`config.mk`:
```
export PLATFORM = sky130hd
export DESIGN_NAME = uart_rx
export DESIGN_NICKNAME = d
export VERILOG_FILES = /design/src/rtl/uart_pkg.sv /design/src/rtl/uart_sync.sv /design/src/rtl/uart_rx.sv
export SDC_FILE = /design/constraint.sdc
export NUM_CORES = 1
export LEC_CHECK = 0
export ABC_AREA = 1
export CORE_AREA = 3 3 60 62
export CTS_BUF_LIST = sky130_fd_sc_hd__clkbuf_16
export CTS_CLUSTER_SIZE = 24
export DETAILED_ROUTE_END_ITERATION = 10
export DIE_AREA = 0 0 63 65
export GPL_TIMING_DRIVEN = 0
export PLACE_DENSITY = 0.71
export SKIP_CTS_REPAIR_TIMING = 1
export SLEW_MARGIN = 20
export SYNTH_ARGS = -nofsm -noshare
export SYNTH_HDL_FRONTEND = slang
export SYNTH_SLANG_ARGS = --single-unit
```
`constraint.sdc`:
```
create_clock -name clk -period 2.5 [get_ports clk]
set_input_delay 0.5 -clock clk [delete_from_list [all_inputs] [get_ports clk]]
set_output_delay 0.5 -clock clk [all_outputs]
set_load 0.05 [all_outputs]
```
`src/rtl/uart_pkg.sv`:
```
// uart_pkg: shared definitions for the UART receive/transmit blocks.
//   uart_state_t   - receiver FSM states (PARITY only reached when the
//                    UART_RX_PARITY_EN build option is defined)
//   MIN_OVERSAMPLE - smallest legal oversample ratio
//   oversample_ok  - elaboration-time legality check for OVERSAMPLE_TIME
package uart_pkg;

  typedef enum logic [2:0] {
    IDLE,
    START,
    DATA,
    PARITY,
    STOP,
    BRK
  } uart_state_t;

  localparam int MIN_OVERSAMPLE = 4;

  // Mid-bit sampling needs an even ratio of at least MIN_OVERSAMPLE.
  function automatic bit oversample_ok(input int os);
    return (os >= MIN_OVERSAMPLE) && ((os % 2) == 0);
  endfunction

endpackage

```
`src/rtl/uart_sync.sv`:
```
// uart_sync: two-flop synchroniser for an asynchronous, idle-high line.
//   clk   in  system clock
//   rst_n in  asynchronous active-low reset (both flops reset to 1 = idle)
//   d     in  asynchronous input
//   q     out synchronised output
module uart_sync (
  input  logic clk,
  input  logic rst_n,
  input  logic d,
  output logic q
);

  logic meta;

  always_ff @(posedge clk or negedge rst_n) begin
    if (!rst_n) begin
      meta <= 1'b1;
      q    <= 1'b1;
    end else begin
      meta <= d;
      q    <= meta;
    end
  end

endmodule

```
`src/rtl/uart_rx.sv`:
```
// uart_rx: oversampling UART receiver (8N1 by default).
// Build option: UART_RX_PARITY_EN adds a parity bit between data and stop,
// checked against PARITY_ODD, and the parity_err output.
// Ports:
//   clk, rst_n    clock, asynchronous active-low reset
//   rx_tick       oversample enable from baud_gen, one clk wide
//   rx            serial line, idle high, asynchronous
//   rx_data       received byte, stable while rx_valid
//   rx_valid      byte available, held until rx_ready
//   rx_ready      consumer accept
//   busy          high from start-bit detect until back in IDLE
//   frame_err     one-cycle pulse: stop bit sampled low
//   overrun_err   one-cycle pulse: good frame dropped, old byte not taken
//   parity_err    (parity build only) one-cycle pulse at stop-sample time
module uart_rx
  import uart_pkg::*;
#(
  parameter int DATA_BITS       = 8,
  parameter int OVERSAMPLE_TIME = 8,
  parameter int PARITY_ODD      = 0
) (
  input  logic                 clk,
  input  logic                 rst_n,
  input  logic                 rx_tick,
  input  logic                 rx,
  output logic [DATA_BITS-1:0] rx_data,
  output logic                 rx_valid,
  input  logic                 rx_ready,
  output logic                 busy,
  output logic                 frame_err,
`ifdef UART_RX_PARITY_EN
  output logic                 parity_err,
`endif
  output logic                 overrun_err
);

  localparam int TW = $clog2(OVERSAMPLE_TIME);
  localparam int BW = $clog2(DATA_BITS + 1);
  localparam logic [TW-1:0] T_MID  = TW'(OVERSAMPLE_TIME / 2 - 1);
  localparam logic [TW-1:0] T_LAST = TW'(OVERSAMPLE_TIME - 1);
  localparam logic [BW-1:0] B_LAST = BW'(DATA_BITS - 1);

  generate
    if (!oversample_ok(OVERSAMPLE_TIME) || PARITY_ODD < 0 || PARITY_ODD > 1) begin : g_bad_cfg
      $error("uart_rx: illegal OVERSAMPLE_TIME or PARITY_ODD");
    end
  endgenerate

  logic                 rxs;
  uart_state_t          state;
  logic [TW-1:0]        tcnt;
  logic [BW-1:0]        bcnt;
  logic [DATA_BITS-1:0] shreg;
  logic                 t_last;
  logic                 stop_hit;
  logic                 par_ok;
  logic                 good_byte;

  uart_sync u_sync (
    .clk   (clk),
    .rst_n (rst_n),
    .d     (rx),
    .q     (rxs)
  );

`ifdef UART_RX_PARITY_EN
  logic par_bit;
  // Data ones plus parity bit must have odd/even weight matching PARITY_ODD.
  assign par_ok = (^shreg ^ par_bit) == 1'(PARITY_ODD);
`else
  assign par_ok = 1'b1;
`endif

  assign t_last    = (tcnt == T_LAST);
  assign stop_hit  = rx_tick && (state == STOP) && t_last;
  assign good_byte = stop_hit && rxs && par_ok;

  always_ff @(posedge clk or negedge rst_n) begin
    if (!rst_n) begin
      state       <= IDLE;
      tcnt        <= '0;
      bcnt        <= '0;
      shreg       <= '0;
      rx_data     <= '0;
      rx_valid    <= 1'b0;
      busy        <= 1'b0;
      frame_err   <= 1'b0;
      overrun_err <= 1'b0;
`ifdef UART_RX_PARITY_EN
      par_bit     <= 1'b0;
      parity_err  <= 1'b0;
`endif
    end else begin
      frame_err   <= 1'b0;
      overrun_err <= 1'b0;
`ifdef UART_RX_PARITY_EN
      parity_err  <= 1'b0;
`endif

      // Output register: a same-cycle handshake frees the slot for a new byte.
      if (good_byte && (!rx_valid || rx_ready)) begin
        rx_data  <= shreg;
        rx_valid <= 1'b1;
      end else begin
        if (good_byte) overrun_err <= 1'b1;
        if (rx_valid && rx_ready) rx_valid <= 1'b0;
      end

      if (rx_tick) begin
        case (state)
          IDLE: begin
            if (!rxs) begin
              state <= START;
              tcnt  <= '0;
              busy  <= 1'b1;
            end
          end
          START: begin
            if (tcnt == T_MID) begin
              if (!rxs) begin
                state <= DATA;
                tcnt  <= '0;
                bcnt  <= '0;
              end else begin
                // Start bit gone by mid-bit: treat as line noise.
                state <= IDLE;
                busy  <= 1'b0;
              end
            end else begin
              tcnt <= tcnt + 1'b1;
            end
          end
          DATA: begin
            if (t_last) begin
              shreg <= {rxs, shreg[DATA_BITS-1:1]};
              tcnt  <= '0;
              bcnt  <= bcnt + 1'b1;
`ifdef UART_RX_PARITY_EN
              if (bcnt == B_LAST) state <= PARITY;
`else
              if (bcnt == B_LAST) state <= STOP;
`endif
            end else begin
              tcnt <= tcnt + 1'b1;
            end
          end
`ifdef UART_RX_PARITY_EN
          PARITY: begin
            if (t_last) begin
              par_bit <= rxs;
              tcnt    <= '0;
              state   <= STOP;
            end else begin
              tcnt <= tcnt + 1'b1;
            end
          end
`endif
          STOP: begin
            if (t_last) begin
              tcnt <= '0;
`ifdef UART_RX_PARITY_EN
              parity_err <= !par_ok;
`endif
              if (rxs) begin
                state <= IDLE;
                busy  <= 1'b0;
              end else begin
                frame_err <= 1'b1;
                state     <= BRK;
              end
            end else begin
              tcnt <= tcnt + 1'b1;
            end
          end
          BRK: begin
            // Hold off until the line returns high so a stuck-low line
            // reports one framing error only.
            if (rxs) begin
              state <= IDLE;
              busy  <= 1'b0;
            end
          end
          default: begin
            state <= IDLE;
            busy  <= 1'b0;
          end
        endcase
      end
    end
  end

endmodule
```
# After elaboration in Yosys (flattened, before gate mapping)
# Cells that the tools add are included.
# totals
regBits	32
inputBits	5
output_inout_bits	12
wordCells	75
# op_classes
addsub	2
eq_ne	14
n_mux	30
bitwise	1
n_reduce_logical	17
# op_table
op	count
$mux W3	10
$pmux W3 S5	1
$mux W1	12
$mux W4	3
$ne A2 B2 Y1 const B	6
$reduce_and A5 Y1	2
$eq A3 B3 Y1 const B	3
$pmux W3 S3	1
$pmux W4 S2	1
$reduce_and A7 Y1	1
$eq A3 B2 Y1 const B	2
$logic_and A1 B1 Y1	5
$pmux W1 S5	1
$add A4 B1 Y4 const B	1
$eq A4 B3 Y1 const B	1
$reduce_bool A2 Y1	2
$add A3 B1 Y3 const B	1
$eq A3 B1 Y1 const B	1
$logic_not A3 Y1	1
$reduce_and A3 Y1	1
$reduce_bool A3 Y1	1
$mux W2	1
$ne A2 B1 Y1 const B	1
$reduce_and A2 Y1	1
4 further kinds	4

# Logic depth before layout (Yosys ltp)
# Gate-level depths: netlist of the first run.
# depth
depth_word	6
ltp_mapped	9
mapped_depth_nobuf	9

# Cells and area by module
# Synthesis of the first run repeated with hierarchy kept, for this count alone.
# hier_totals
cells_unflattened	198
area_unflattened_um2	1662.8
# modules_own_cells
module	instances	cells_per_inst	area_each_um2	seq_area_each_um2
uart_rx	1	196	1610.3	750.7
uart_sync	1	2	52.6	52.6

# Least setup slack after synthesis of the first run
# Ideal clock, no wire load.
# synth_timing
kind	register -> register
startpoint	register tcnt[0]
endpoint	register rx_data[1]
setup_ns	0.119
arrival_ns	1.445
required_ns	2.381
path_slack_ns	0.936
stages_incl_launch_ff	9
synth_period_minus_slack_ns	1.564
path_cell_list	dfrtp_1 ha_1 ha_1 nand2_2 nor3_4 nand2_2 buf_6 nand2_2 o21ai_2
# synth_between
elab_chain_len	4
# synth_rtl
item	line	rtl
start: declaration	uart_rx.sv:51	logic [TW-1:0] tcnt;
start signal: assignment	uart_rx.sv:130	tcnt <= tcnt + 1'b1;
start signal: assignment	uart_rx.sv:144	tcnt <= tcnt + 1'b1;
start signal: assignment	uart_rx.sv:172	tcnt <= tcnt + 1'b1;
$eq A3 B3 Y1	uart_rx.sv:74	assign t_last = (tcnt == T_LAST);
$logic_and A1 B1 Y1	uart_rx.sv:75	assign stop_hit = rx_tick && (state == STOP) && t_last;
$logic_and A1 B1 Y1	uart_rx.sv:76	assign good_byte = stop_hit && rxs && par_ok;
$logic_and A1 B1 Y1	uart_rx.sv:101	if (good_byte && (!rx_valid || rx_ready)) begin
end signal: assignment	uart_rx.sv:102	rx_data <= shreg;
end: declaration	uart_rx.sv:26	output logic [DATA_BITS-1:0] rx_data,
# No other way between the ends.
# A chain may end at the register's enable or synchronous reset.

# Worst setup path in the final report of the first run
# layout_timing
startpoint	register rx_data[1]
endpoint	output rx_data[1]
# No word-level cell between the ends.

==> results of run 1 <==
## stage by stage
stage / instances / hold slack (ns)
after floorplan: 198 / 0.2044
after global placement: 258 / 0.3464
after detailed placement: 258 / 0.3533
after CTS: 266 / 0.3036
after global routing: 266 / 0.3401
final: 266 / 0.2686
## Yosys cell counts, drive strengths merged (2+ instances only)
library cell,number
ha,5
inv,19
buf,5
dfrtp,30
nand2,76
nand3b,2
nand3,13
nand4,5
nor2,19
dfstp,2
o21ai,15
a21oi,2
## flip-flops by register name, indices dropped and copies added (netlist names)
register,flops
tcnt,3
rx_data,8
u_sync.meta,1
overrun_err,1
rx_valid,1
busy,1
u_sync.q,1
shreg,8
frame_err,1
state,3
bcnt,4
## kinds of logic (layout without fill, tap and decap cells)
logic type / after synthesis / after routing / synth area share, %
xor gates and xnor gates: 1 / 1 / 0.5252
AOI/OAI and AO/OA: 18 / 18 / 7.276
adders and majority gates: 5 / 5 / 3.751
DFF: 32 / 32 / 48.16
and+or+nand+nor: 118 / 118 / 32.86
buffers and inverters: 24 / 48 / 7.427
## power groups by stage
stage,Sequential [µW],Combinational [µW],Clock (µW)
2_1_floorplan,657,476,0
3_3_place_gp,638,613,0
3_5_place_dp,640,627,0
4_1_cts,633,630,678
5_1_grt,640,712,708
6_report,634,629,668
## area by class of cell
cell class	instances	area, µm²
inverters	19	71.32
multi-input cells	142	740.7
flip-flops and latches	32	803.3
repair buffers	16	155.1
plain buffers	5	52.55
well taps	44	55.05
clock buffers	5	125.1
fillers	256	1036
clock inverters	3	38.79
## routing by layer
metal	part of all wire, %	vias up	global-route usage [%]
met5	0	-	0
met4	1.5	0	9.091
met3	2.7	6	3.120
met2	48	22	29.51
met1	48	615	23.78
li1	-	675	-
## worst min path at each step
stage,end,cells past startpoint
floorplan,bcnt[0]$_DFFE_PN0P_,0
global placement,u_sync.q$_DFF_PN1_,0
global route,busy$_DFFE_PN0P_,1
detailed placement,u_sync.q$_DFF_PN1_,0
CTS,tcnt[2]$_DFFE_PN0P_,1
finish,tcnt[1]$_DFFE_PN0P_,1
## layout by cell type (no fill, tap or decap), types with 2 or more instances in the layout
cell	netlist	layout
nand2_1	69	69
dfrtp_1	30	30
inv_1	17	18
nor2_1	16	16
clkdlybuf4s50_1	0	15
nand3_1	10	10
nand2_2	7	7
o21ai_2	7	7
o21ai_0	5	5
nand4_1	5	5
ha_1	5	5
clkbuf_16	0	5
buf_6	4	4
nand3_2	3	3
o21ai_1	3	3
nor2_4	2	2
inv_2	2	2
nand3b_1	2	2
dfstp_2	2	2
==> results.md, run 1 <==
- H-tree depth: 2
- Delay of the slowest critical-path stage: slightly above 0.8 ns
- Clock Tree Root: clkbuf_16
- CP Data Arrival Time: roughly 1.4 ns
- Starting density of the core: 54.19%
- Startpoint Class: flop
- Skew-Pair Late Insertion Delay: 0.27 ns
- Synth Cell Area: ~1700 µm²
- Clk buf depth: 2
- Die H: between 60 and 70 µm
- Violation count after the first detailed-routing iteration: 73
- Port Buf Inserts: 16
- Clk sink count: 32
- Post-synth EDFFs: 0
- Tmin final: 1.944 ns
- DRC viols: 0
- Reg2Reg Depth: 8
- Logic pwr share: around 33%
- DR vias: between 1k and 1.5k
- Unrepaired setup endpoints after global routing: no
- Area delta synth->final: 22.43%
- Cell family with most CP delay: buffers and inverters
- Power Density: around 950 nW/µm²
- Synth unique cells: 26
- Grt total ovfl: 0
- Maximum vdd drop: between 0.7 and 0.8 mV
- CP max-delay cell: clkdlybuf4s50_1
- WL final: between 3 and 4 mm
- Period utilization: just under 80%
- Final worst slack: between 0.5 and 0.6 ns
- Power Total: 1931 µW
- Kind of critical path: flop to primary output
- Share of post-route cells with drive strength above 1: between 15 and 20%
- Post-synthesis sequential area ratio: roughly half
- Number of global-route vias before repair: approximately 1.3k
- Int Power: 1263 µW
- Mean area per synthesized cell: ~8.4 µm²
- Final setup viols: 0
- Clock share of power: between 30 and 40%
- Overall Global Routing Usage: between 15 and 20%
- Design area: a little over 2000 µm²
- Worst setup path endpoint: rx_data[1]
- Worst Max-Slew Pin Slew: about 0.7 ns
- Setup TNS: 0 ns
- Top post-synthesis cells by area: dfrtp_1, nand2_1, inv_1, ha_1, o21ai_2
- Status: complete, no violations
- Total CTS buffers: 5
- Die width: approximately 63 µm
- Crit-path cells: clkdlybuf4s50_1
- Net switching power: ~670 µW
- I/O Pins: 17
- Leak pwr: roughly 0.001 µW
- CTS tree: yes
- Pre-Repair DR Iteration Count: 6
- Buffers & Inverters on Critical Path: 1
- Maximum capacitance violations: 0
- Ys flop type: dfrtp_1
- Worst R2R Setup Slack: between 0.7 and 0.8 ns
- Tightest Hold Check Type: input pin to async pin
- Worst-path clk slew: ~0.050 ns
- CP endpoint kind: primary output
- Sequential Power Share: 32.8%
- Yosys top cell by area: dfrtp_1
- Worst Path Max Fanout: 2
- Fmax: roughly 0.51 GHz
- # nets final: around 230
- Largest net degree at the start of global routing: 33
- First-pass GRT wire length: between 5 and 6 mm
- Syn Inst Count: roughly 200
- Flops & latches, synth: 32
- DP Wirelength: about 2.4 mm
- Skew final: around 0.0057 ns
- Rows: 20
- Slew Limit Fails: 0
- Placed cell area: ~1900 µm²
- Critical path required time: approximately 2.0 ns
- Synth Net Count: 208
- Setup crit start: rx_data[1]$_DFFE_PN0P_
- R2r endpoint: rx_data[1]$_DFFE_PN0P_
- Asr flop ratio synth: 100.0%
- Antenna violations before repair: 0
- Die Area: about 4000 µm²
- RePlAce Congestion: 0.8917
- Ant diodes: 0
- Switching Fraction: around 35%
- DP Worst Slack: ~0.43 ns
- Worst r2r src: tcnt[0]$_DFFE_PN0P_
- Critical path depth in cells: 1
- Max-slew headroom: 54.10%
- Top cell type's share of synthesized area: a little under half
- Layout Utilization: around two thirds
- Remaining antenna violation count after routing: 0
- Core area: just over 3000 µm²
- Ys Warns: 0
- Avg Vias per Cell: slightly below 5
- Final Hold Violating Endpoints: 0
- Routed wire per std cell: 12.34 µm
Power figures use the tool's default switching activity.
==> run 2: changes to the inputs <==
- clock period: 2.5 -> 2 ns (I/O delays scaled with it)
==> results of run 2 <==
Same layout as run 1 (identical final DEF). Status: complete, no violations.
Among the figures that moved: setup slack after placement 0.4343 ns -> 0.03425 ns; setup slack after layout 0.5560 ns -> 0.1560 ns; hold slack 0.2686 ns -> 0.1686 ns; register-to-register setup slack 0.74 ns -> 0.24 ns; total power 1931 µW -> 2414 µW; worst IR drop on VDD 0.7249 mV -> 0.9061 mV
==> run 3: changes to the inputs <==
- CTS_BUF_LIST: sky130_fd_sc_hd__clkbuf_16 -> sky130_fd_sc_hd__clkbuf_4 sky130_fd_sc_hd__clkbuf_8
==> run 3 against run 2 <==
  * Total power shrank 14%
  * Sequential power barely moved
  * Non-clock buffer count unchanged
  * Via count rose by 0.53%
  * Worst hold slack got worse by 0.054 ns
  * Design area is 4.1% lower
  * Critical endpoint unchanged
==> results.md, run 3 (synthesis results as in run 1) <==
- Final setup viols: 0 (unchanged)
- # nets final: 231 (unchanged)
- Pre-Repair DR Iteration Count: 4 (-2)
- Clock Tree Root: clkbuf_4
- Avg Vias per Cell: 4.981 (+0.53%)
- DRC viols: 0 (unchanged)
- Unrepaired setup endpoints after global routing: no
- Fin Hold WS: 0.1143 ns
- Buffers & Inverters on Critical Path: 1 (unchanged)
- Non-filler instance count after layout: 266 (unchanged)
- Layout Utilization: 63.62% (-2.7 points)
- Leak pwr: 0.0009751 µW (-3.9%)
- Critical path required time: approximately 1.6 ns
- Cell family with most CP delay: buffers and inverters
- Ant diodes: 0 (unchanged)
- Die Area: 4095 µm² (unchanged)
- Die H: 65 µm (unchanged)
- Final Hold Violating Endpoints: 0 (unchanged)
- CP max-delay cell: clkdlybuf4s50_1
- First-pass GRT wire length: 5.664 mm (-2.2%)
- Antenna violations before repair: 0 (unchanged)
- Kind of critical path: flop to primary output
- Delay of the slowest critical-path stage: 0.81 ns (about the same)
- Fmax: between 0.5 and 0.6 GHz
- I/O Pins: 17 (unchanged)
- WL final: 3.211 mm (-2.2%)
- CP endpoint kind: primary output
- Starting density of the core: 54.19% (unchanged)
- Dpl cells: 258 (unchanged)
- Total CTS buffers: 5 (unchanged)
- DP Wirelength: 2.386 mm (unchanged)
- Clk sink count: 32 (unchanged)
- Worst Path Max Fanout: 2 (unchanged)
- Core area: 3078 µm² (unchanged)
- Power Density: between 1000 and 1500 nW/µm²
- Worst-path clk slew: 0.10 ns (+0.05 ns)
- Maximum vdd drop: 0.6782 mV
- Commonest non-fill, non-tap cell in the layout: nand2_1
- Biggest regs: rx_data (8), shreg (8), bcnt (4)
- Clk buf depth: 2 (unchanged)
- Largest net degree at the start of global routing: 33 (unchanged)
- H-tree depth: 2 (unchanged)
- Overall Global Routing Usage: 18.05% (-0.26 points)
- Setup TNS: 0 ns (unchanged)
- Die width: 63 µm (unchanged)
- Number of global-route vias before repair: 1284 (-2.3%)
- Period utilization: 95.65%
- Max-slew headroom: 52.58% (-1.5 points)
- Slew Limit Fails: 0 (unchanged)
- DR vias: 1325 (+0.53%)
- Share of post-route cells with drive strength above 1: 18.02% (+0.45 points)
- CTS tree: yes
- Routed wire per std cell: 12.07 µm (-2.2%)
- RePlAce Congestion: 0.8917 (unchanged)
- Startpoint Class: flop
- Power Total: between 2000 and 2500 µW
- Tmin final: 1.913 ns
- Status: complete, no violations
- CP Data Arrival Time: 1.51 ns (+0.07 ns)
- Area delta synth->final: 17.40%
- Violation count after the first detailed-routing iteration: 67 (-8.2%)
- Port Buf Inserts: 16 (unchanged)
- Crit-path cells: clkdlybuf4s50_1
- Tightest Hold Check Type: input pin to async pin
- Skew-Pair Late Insertion Delay: 0.33 ns (+0.06 ns)
- Grt total ovfl: 0 (unchanged)
- Skew final: 0.004516 ns (-0.001153 ns)
- Commonest cells after routing, fill and taps aside: nand2_1, dfrtp_1, inv_1
- Worst Max-Slew Pin Slew: 0.7114 ns (+0.02287 ns)
- Maximum capacitance violations: 0 (unchanged)
- Rows: 20 (unchanged)
- Remaining antenna violation count after routing: 0 (unchanged)
run 3: changes by cell type in the layout (fill, tap and decap cells not counted), sizes merged:
cell	change
clkbuf	+1
inv	-1
run 3: area by class of cell:
| class | instances | area (µm²) |
|---|---|---|
| Sequential cell | 32 | 803.3 |
| Tap cell | 44 | 55.05 |
| Clock buffer | 6 | 45.04 |
| Fill cell | 270 | 1120 |
| Clock inverter | 2 | 35.03 |
| Timing Repair Buffer | 16 | 155.1 |
| Inverter | 19 | 71.32 |
| Multi-Input combinational cell | 142 | 740.7 |
| Buffer | 5 | 52.55 |
run 3: routing by layer:
| layer | GRT usage, % | routed length (µm) |
|---|---|---|
| met5 | 0 | 0 |
| met4 | 6.612 | 50 |
| met3 | 5.719 | 133 |
| met2 | 28.99 | 1515 |
| met1 | 22.78 | 1511 |
run 3: power breakdown:
part	internal (µW)	switching (µW)	leakage, µW	total (µW)
Combinational	277	509	0.000497	786
Sequential	720	68.9	0.000432	789
Clock	276	217	0.0000456	492
run 3: path summary, 6_finish.rpt:
check,startpoint,to,slack (ns),depth (start not counted)
min in group clk,u_sync.meta$_DFF_PN1_,u_sync.q$_DFF_PN1_,0.36,0
min,rst_n,tcnt[1]$_DFFE_PN0P_,0.11,1
max,rx_data[1]$_DFFE_PN0P_,rx_data[1],0.09,1
max reg2reg,tcnt[0]$_DFFE_PN0P_,rx_data[1]$_DFFE_PN0P_,0.24,8
min reg2reg,u_sync.meta$_DFF_PN1_,u_sync.q$_DFF_PN1_,0.36,0
max in group asynchronous,rst_n,shreg[2]$_DFFE_PN0P_,1.44,1
run 3: per-stage QoR:
step	instance area [µm²]	setup slack, ns
2_1_floorplan	1668	0.4361
3_3_place_gp	1883	-0.03347
3_5_place_dp	1878	0.03425
4_1_cts	1958	0.06553
5_1_grt	1958	0.03258
6_report	1958	0.08706
